[src/rtl/axis_fifo_pkg.sv]
// Shared types and helpers for the AXI Stream frame FIFO.
package axis_fifo_pkg;

    // Write-side state: accept beats into memory, or discard the rest of a frame.
    typedef enum logic [0:0] {
        WR_PASS = 1'b0,
        WR_DROP = 1'b1
    } wr_state_e;

    // Modulo-2^pw subtraction of two pointers carried in 32-bit containers.
    function automatic logic [31:0] ptr_diff(input logic [31:0] a,
                                             input logic [31:0] b,
                                             input int unsigned pw);
        logic [31:0] mask;
        mask = (32'd1 << pw) - 32'd1;
        return (a - b) & mask;
    endfunction

    // Constant-evaluable power-of-two test used for parameter checks.
    function automatic bit is_pow2(input int unsigned v);
        return (v != 0) && ((v & (v - 32'd1)) == 0);
    endfunction

endpackage

[src/rtl/axis_fifo_ram.sv]
// Simple dual-port storage: synchronous write, asynchronous read.
module axis_fifo_ram #(
    parameter int unsigned WIDTH = 10,
    parameter int unsigned DEPTH = 32,
    parameter int unsigned AW    = 5
) (
    input  logic             clk_i,
    input  logic             we_i,
    input  logic [AW-1:0]    waddr_i,
    input  logic [WIDTH-1:0] wdata_i,
    input  logic [AW-1:0]    raddr_i,
    output logic [WIDTH-1:0] rdata_o
);

    logic [WIDTH-1:0] mem [DEPTH];

    // Write port; contents are intentionally not reset.
    always_ff @(posedge clk_i) begin
        if (we_i) begin
            mem[waddr_i] <= wdata_i;
        end
    end

    assign rdata_o = mem[raddr_i];

endmodule

[src/rtl/axis_frame_fifo.sv]
// AXI Stream FIFO with full-depth occupancy, fill/threshold flags and an
// optional store-and-forward frame mode.
// Build option: define AXIS_FIFO_DROP_BAD_EN to discard errored (tuser[0] on
// tlast) and oversize frames in frame mode instead of passing/force-releasing.
module axis_frame_fifo
    import axis_fifo_pkg::*;
#(
    parameter int unsigned DATA_WIDTH       = 8,
    parameter int unsigned TUSER_WIDTH      = 1,
    parameter int unsigned FIFO_DEPTH       = 32,
    parameter int unsigned FRAME_MODE       = 0,
    parameter int unsigned ALMOST_FULL_LVL  = 28,
    parameter int unsigned ALMOST_EMPTY_LVL = 4
) (
    input  logic                          clk_i,
    input  logic                          arstn_i,
    input  logic [DATA_WIDTH-1:0]         s_axis_tdata_i,
    input  logic                          s_axis_tvalid_i,
    input  logic                          s_axis_tlast_i,
    input  logic [TUSER_WIDTH-1:0]        s_axis_tuser_i,
    output logic                          s_axis_tready_o,
    input  logic                          m_axis_tready_i,
    output logic [DATA_WIDTH-1:0]         m_axis_tdata_o,
    output logic                          m_axis_tvalid_o,
    output logic                          m_axis_tlast_o,
    output logic [TUSER_WIDTH-1:0]        m_axis_tuser_o,
    output logic [$clog2(FIFO_DEPTH):0]   fill_level_o,
    output logic                          almost_full_o,
    output logic                          almost_empty_o,
    output logic                          drop_o
);

    localparam int unsigned AW = $clog2(FIFO_DEPTH);
    localparam int unsigned PW = AW + 1;
    localparam int unsigned MW = DATA_WIDTH + TUSER_WIDTH + 1;

    // Parameter sanity checks at elaboration.
    if (!is_pow2(FIFO_DEPTH) || FIFO_DEPTH < 4) begin : g_bad_depth
        $error("axis_frame_fifo: FIFO_DEPTH must be a power of two >= 4");
    end
    if (TUSER_WIDTH < 1) begin : g_bad_tuser
        $error("axis_frame_fifo: TUSER_WIDTH must be >= 1");
    end
    if (FRAME_MODE > 1) begin : g_bad_mode
        $error("axis_frame_fifo: FRAME_MODE must be 0 or 1");
    end
    if (ALMOST_FULL_LVL > FIFO_DEPTH || ALMOST_EMPTY_LVL > FIFO_DEPTH) begin : g_bad_lvl
        $error("axis_frame_fifo: threshold levels must not exceed FIFO_DEPTH");
    end

    logic [AW:0]    wr_ptr, wr_ptr_nxt;
    logic [AW:0]    commit_ptr, commit_ptr_nxt;
    logic [AW:0]    rd_ptr;
    logic [AW:0]    used;
    wr_state_e      state, state_nxt;
    logic           full, empty;
    logic           push, wr_en, pop;
    logic           drop_nxt;
    logic [MW-1:0]  wdata, rdata;

    assign used  = PW'(ptr_diff(32'(wr_ptr), 32'(rd_ptr), PW));
    assign full  = (used == PW'(FIFO_DEPTH));
    assign empty = (rd_ptr == commit_ptr);

    // While discarding a frame the slave side must keep draining it.
    assign s_axis_tready_o = (state == WR_DROP) || !full;
    assign push            = s_axis_tvalid_i && s_axis_tready_o;
    assign wr_en           = push && (state == WR_PASS);
    assign m_axis_tvalid_o = !empty;
    assign pop             = m_axis_tvalid_o && m_axis_tready_i;

    assign wdata = {s_axis_tlast_i, s_axis_tuser_i, s_axis_tdata_i};
    assign {m_axis_tlast_o, m_axis_tuser_o, m_axis_tdata_o} = rdata;

    axis_fifo_ram #(
        .WIDTH (MW),
        .DEPTH (FIFO_DEPTH),
        .AW    (AW)
    ) u_ram (
        .clk_i   (clk_i),
        .we_i    (wr_en),
        .waddr_i (wr_ptr[AW-1:0]),
        .wdata_i (wdata),
        .raddr_i (rd_ptr[AW-1:0]),
        .rdata_o (rdata)
    );

    // Next write/commit pointers, write state and drop request.
    always_comb begin
        state_nxt      = state;
        wr_ptr_nxt     = wr_ptr;
        commit_ptr_nxt = commit_ptr;
        drop_nxt       = 1'b0;
        if (FRAME_MODE == 0) begin
            if (wr_en) begin
                wr_ptr_nxt = wr_ptr + PW'(1);
            end
            commit_ptr_nxt = wr_ptr_nxt;
        end else begin
            case (state)
                WR_PASS: begin
                    if (wr_en) begin
                        wr_ptr_nxt = wr_ptr + PW'(1);
                        if (s_axis_tlast_i) begin
`ifdef AXIS_FIFO_DROP_BAD_EN
                            if (s_axis_tuser_i[0]) begin
                                wr_ptr_nxt = commit_ptr;
                                drop_nxt   = 1'b1;
                            end else begin
                                commit_ptr_nxt = wr_ptr + PW'(1);
                            end
`else
                            commit_ptr_nxt = wr_ptr + PW'(1);
`endif
                        end
                    end else if (full && (commit_ptr == rd_ptr)) begin
                        // No complete frame stored and no room left: the frame is oversize.
`ifdef AXIS_FIFO_DROP_BAD_EN
                        wr_ptr_nxt = commit_ptr;
                        state_nxt  = WR_DROP;
                        drop_nxt   = 1'b1;
`else
                        commit_ptr_nxt = wr_ptr;
`endif
                    end
                end
                WR_DROP: begin
                    if (push && s_axis_tlast_i) begin
                        state_nxt = WR_PASS;
                    end
                end
                default: state_nxt = WR_PASS;
            endcase
        end
    end

    // Pointer, state and registered status update.
    always_ff @(posedge clk_i or negedge arstn_i) begin
        if (!arstn_i) begin
            state          <= WR_PASS;
            wr_ptr         <= '0;
            commit_ptr     <= '0;
            rd_ptr         <= '0;
            drop_o         <= 1'b0;
            fill_level_o   <= '0;
            almost_full_o  <= 1'b0;
            almost_empty_o <= 1'b1;
        end else begin
            state          <= state_nxt;
            wr_ptr         <= wr_ptr_nxt;
            commit_ptr     <= commit_ptr_nxt;
            if (pop) begin
                rd_ptr <= rd_ptr + PW'(1);
            end
            drop_o         <= drop_nxt;
            fill_level_o   <= used;
            almost_full_o  <= (32'(used) >= ALMOST_FULL_LVL);
            almost_empty_o <= (32'(used) <= ALMOST_EMPTY_LVL);
        end
    end

endmodule

[config.mk]
export PLATFORM = sky130hd
export DESIGN_NAME = axis_frame_fifo
export DESIGN_NICKNAME = d
export VERILOG_FILES = /design/src/rtl/axis_fifo_pkg.sv /design/src/rtl/axis_fifo_ram.sv /design/src/rtl/axis_frame_fifo.sv
export SDC_FILE = /design/constraint.sdc
export NUM_CORES = 1
export LEC_CHECK = 0
export BUFFER_PORTS_ARGS = -buffer_cell sky130_fd_sc_hd__buf_2
export CAP_MARGIN = 20
export CORE_AREA = 2 2 196 198
export CTS_CLUSTER_DIAMETER = 80
export DETAILED_ROUTE_END_ITERATION = 7
export DIE_AREA = 0 0 198 200
export PLACE_DENSITY_LB_ADDON = 0.05
export SYNTH_ARGS = -nofsm -noshare
export SYNTH_HDL_FRONTEND = slang
export SYNTH_SLANG_ARGS = --single-unit
[constraint.sdc]
create_clock -name clk_i -period 3 [get_ports clk_i]
set_clock_uncertainty 0.15 [all_clocks]
set_input_delay 0.15 -clock clk_i [delete_from_list [all_inputs] [get_ports clk_i]]
set_output_delay 0.15 -clock clk_i [all_outputs]
set_load 0.03 [all_outputs]
* Word level (Yosys, flattened, before mapping)
Memories as Yosys holds them, arrays and structs flattened.
Index checks and enable logic that the tools add are counted.
** Storage, ports and cells
- Logic and storage cells :: 19
- RAM bits :: 320
- Output and inout bits :: 21
- Bits of input ports :: 14
- Flip-flop bits (word level) :: 20
- Memories :: 1
** Memories
- u_ram.mem :: words 32, width 10, rd ports 1, clocked after Yosys merged registers in 0, write ports 1, RTL line axis_fifo_ram.sv:15 : logic [WIDTH-1:0] mem [DEPTH];
** Cells by class
- Magnitude comparators :: 2
- Add/subtract/negate cells :: 3
- Reduce and logical (&&, ||, !) cells :: 4
- Multiplexer cells :: 2
- Equality and inequality tests :: 2
** Operators by type and width (count)
- $add A6 B1 Y6 const B :: 2
- $eq A6 B6 Y1 :: 1
- $eq A6 B6 Y1 const B :: 1
- $ge A6 B5 Y1 const B :: 1
- $le A6 B3 Y1 const B :: 1
- $sub A6 B6 Y6 :: 1
- $logic_and A1 B1 Y1 :: 2
- $logic_not A1 Y1 :: 2
- $mux W1 :: 2

* Longest topological paths before layout
- Depth after elaboration :: 6
- Depth in mapped cells :: 11
- Gate-level depth less buffers :: 9

* Hierarchy
From an unflattened synthesis, not the netlist that was laid out.
** Unflattened totals
- Cells, all modules :: 821
- Area total of the unflattened synthesis :: 13870.8 um^2
** By module, submodules not included
- axis_fifo_ram :: seq. area each 9609.2 um^2, cells each 723, instances 1, area each 12793.5 um^2
- axis_frame_fifo :: seq. area each 501.7 um^2, cells each 98, instances 1, area each 1077.3 um^2

* Worst setup path after synthesis
OpenSTA, ideal clock, no wires.
- Path type :: reg2reg
- Start point :: register rd_ptr[1]
- End point :: memory u_ram.mem[0][0], enable pin
- Clock period less this slack :: 3302 ps
- Slack :: -302 ps
- Cell stages (with the launch flop) :: 12
- Data required time :: 2558 ps
- Library setup time :: 292 ps
- Buffers on the path :: 3
- Arrival :: 2859 ps
- Path through :: dfrtp_1 -> clkbuf_1 -> clkbuf_1 -> inv_1 -> ha_1 -> nand2b_1 -> a21oi_1 -> xor2_1 -> or4_1 -> buf_4 -> o211ai_2 -> nor2_1
** Between the ends
- Cells in the longest elaborated chain, start to end :: 6
** Ends and longest elaborated chain
- start: declaration :: RTL line axis_frame_fifo.sv:53 : logic [AW:0] rd_ptr;
- start signal: assignment :: RTL line axis_frame_fifo.sv:153 : rd_ptr <= rd_ptr + PW'(1);
- $sub A6 B6 Y6 :: RTL line axis_fifo_pkg.sv:16 : return (a - b) & mask;
- via used[3] :: RTL line axis_frame_fifo.sv:54 : logic [AW:0] used;
- $eq A6 B6 Y1 :: RTL line axis_frame_fifo.sv:62 : assign full = (used == PW'(FIFO_DEPTH));
- $logic_not A1 Y1 :: RTL line axis_frame_fifo.sv:66 : assign s_axis_tready_o = (state == WR_DROP) || !full;
- $logic_and A1 B1 Y1 :: RTL line axis_frame_fifo.sv:67 : assign push = s_axis_tvalid_i && s_axis_tready_o;
- $mux W1 :: RTL line axis_fifo_ram.sv:19 : if (we_i) begin
- $mux W1 (implied by the code) :: RTL line axis_fifo_ram.sv:20 : mem[waddr_i] <= wdata_i;
- end: declaration :: RTL line axis_fifo_ram.sv:15
The timed path passes the listed nets, and every way through them passes these cells.

* Worst setup path in the final report
- Start point :: register rd_ptr[0]
- End point :: output s_axis_tready_o
** Between the ends
- Cells in the longest elaborated chain, start to end :: 3
** Ends and longest elaborated chain
- $sub A6 B6 Y6 :: RTL line axis_fifo_pkg.sv:16
- via used[4] :: RTL line axis_frame_fifo.sv:54
- $eq A6 B6 Y1 :: RTL line axis_frame_fifo.sv:62
- $logic_not A1 Y1 :: RTL line axis_frame_fifo.sv:66
- end: declaration :: RTL line axis_frame_fifo.sv:21 : output logic s_axis_tready_o,
The timed path passes the listed nets, and every way through them passes these cells.

==> impl_results.md <==
* Synth Warn # at 0
* Routed Antenna Nets at 0
* Row cnt at 71
* Hpwl dp at 20.4 mm
* Crit path DAT at 2.86 ns
* Leak at 5.42 nW
* Setup crit start kind: register
* Avg Inst Size Synth at 21.5 um^2
* Routed wire length on met3 at 1.36 mm
* Drt initial violations at 530
* Outcome: finished with violations
* Max Root-Sink Buffers at 3
* Post-route cell area at 0.0167 mm^2
* First-pass GRT wire length at 50.7 mm
* TritonRoute pass-1 iters at 5
* Fmax at 0.317 GHz
* Number of distinct library cells after synthesis at 40
* Post-synthesis compound-gate area fraction at 1.08%
* Fin nets at 762
* Synth area leaders: edfxtp_1, mux4_2, dfrtp_1, nand2_1, nor2_1
* DP Worst Slack at -0.223 ns
* Vias at 6,537
* Top Metal Used: met4
* Port-buffer cells at 33
* Max Cap Viol at 0
* Cell count after placement at 1,190
* Post-DR wirelength/cell at 27.9 um
* Diode count at 0
* Adder-cell share of the synthesized area at 1.08%
* Failing checks: setup timing
* Area of the mapped netlist at 0.0134 mm^2
* Fin Setup TNS at -25.96 ns
* Most frequent cells in the layout: edfxtp_1, mux4_2, clkbuf_16, buf_2, nand2_1
* Worst vdd ir at 551 uV
* Htree depth at 2
* Wire length on met2 at 18.2 mm
* PwrDens at 1050 mW/mm^2
* Asr flop ratio synth at 5.88%
* Worst Setup SP: rd_ptr[0]
* Sink Count at 340
* Number of flops mapped to enable cells by yosys at 320
* Post-synth top area share at 71.7%
* Largest family of logic cells by synthesized area: multiplexers
* Maximum number of pins on one net before global-route repair at 42
* Mapped Cells at 623
* Final min period at 3.16 ns
* Initial core utilization at 35.8%
* Final setup fails at 251
* Commonest non-fill, non-tap cell in the layout: edfxtp_1
* Simple-gate share of the synthesized area at 3.21%
* Most used DFF post-synth: edfxtp_1
* Final hold violations at 0
* Initial antenna violation count at 2
* CTS clk-pin slew, worst paths at 0.06 ns
* Mux cell area share after synthesis at 16.9%
* Layout Cells excl Fill at 1,273
* GRT overflow at 0
* Dpl cell area at 0.0149 mm^2
* Ratio of cells with drive above 1 in the final layout at 41.7%
* Final Cycle Share at 105%
* WP data required at 2.70 ns
* Biggest fanout along the worst timing path at 2
* Synthesis-to-finish area growth at 24.6%
* Post-route DRC at 0
* Relative slew slack at 40.5%
* Cell taking the most area after synthesis: edfxtp_1
* Number of global-route vias before repair at 6,960
* Synth Area in XOR/XNOR at 0.915%
* Via density at 5.14
* R2R Path Start: rd_ptr[0]
* Crit path kind: reg2out
* Post-synth net total at 648
* Met1 WL at 15.2 mm
* Placer congestion estimate at 0.742
* RSZ-0062 raised after global routing: true
* GRT Total Usage at 18.4%
* Hold Crit Class: in2async
* CTS tree: done
* Die span in y at 200 um
* CTS Buf Count at 38
* Sequential share of the synthesized area at 75.5%
* Core area at 0.0374 mm^2
* Final WS setup at -0.158 ns
* Max-slew violations at 0
* IO Count at 35
* Die area at 0.0396 mm^2
* Clk_lat worst skew at 0.52 ns
* Die width at 198 um
* Register bit total from synthesis at 340
* Slew @ Worst Pin at 0.889 ns
* Drt total wl at 35.6 mm
* CTS root buf: clkbuf_16
* Critical path endpoint category: output pin
## kinds of logic (layout without fill, tap and decap cells)
kind of cell	Yosys count	after routing
AOI/OAI and AO/OA	17	17
xor gates and xnor gates	14	14
adders and majority gates	11	11
buffers and inverters	40	177
DFF	340	340
muxes	101	101
other	1	1
and+or+nand+nor	99	101
## final cells by class
cell class,instances,area [um^2]
clock buffer,46,1040
clock inverter,19,193
fill,3188,20700
inverter,9,40.0
multi-input combinational,245,3440
sequential,340,10100
tap,511,639
timing repair buffer,103,1210
## metal layers
layer	vias to the layer above	global-route usage, %
met2	146	32.3
met4	0	4.82
li1	2786	-
met1	3546	24.1
met3	59	2.70
met5	-	0
## state kept, by name, summed over array words and instances (netlist names)
| signal | cells |
|---|---|
| wr_ptr | 6 |
| rd_ptr | 6 |
| almost_full_o | 1 |
| almost_empty_o | 1 |
| fill_level_o | 6 |
| u_ram.mem | 320 |
## final timing paths
check	to	slack, ns	cells after the start
max	s_axis_tready_o	-0.16	9
max reg2reg	u_ram.mem[29][4]	-0.15	12
max in group asynchronous	rd_ptr[1]	1.28	3
min reg2reg	rd_ptr[5]	0.34	1
min in group clk_i	u_ram.mem[16][8]	0.06	1
min	almost_empty_o	0.02	2
## cell usage after synthesis (2+ instances only)
library cell,instances
clkbuf_1,17
nand2b_1,3
buf_1,2
dfrtp_1,19
o2111ai_1,2
a21oi_1,3
nor2_1,39
o211ai_2,3
xnor2_1,11
buf_4,3
nand3_1,2
mux4_2,100
buf_2,9
xor2_1,3
or4_1,3
o21ai_0,2
nand4_1,2
nand2_1,39
ha_1,10
edfxtp_1,320
inv_1,8
and2_1,4
nand3b_1,2
## what timing repair did
action                     in CTS  in global routing
pin swaps                       6                 11
hold endpoints to repair       30                  0
cloned                          5                  7
setup buffers                   2                  2
hold buffers                    4                  0
setup endpoints to repair     321                334
resized for setup              30                 38
## report_power, final
group | internal, mW | switching (mW) | leakage (nW)
logic | 3.14 | 3.93 | 1.70
clock network | 2.81 | 1.83 | 0.596
registers | 5.66 | 0.143 | 3.12
## stage by stage
step | power, mW | util (%) | hold slack [ns]
after floorplan | 9.92 | - | -0.296
after global placement | 12.2 | 39.7 | -0.0232
after detailed placement | 12.2 | 39.7 | -0.0158
after CTS | 17.4 | 43.8 | 0.00730
after global routing | 18.3 | 44.6 | 0.0233
final | 17.5 | 44.6 | 0.0234
## worst max-delay path, cell delays in order (launching register included)
cell,delay [ns]
dfrtp_4,0.50
ha_4,0.17
fa_2,0.34
nand2b_4,0.16
a21oi_4,0.14
xor2_2,0.09
or4_4,0.45
buf_8,0.15
or2_4,0.22
buf_6,0.14
No activity file was read; power rests on OpenSTA's default activity.
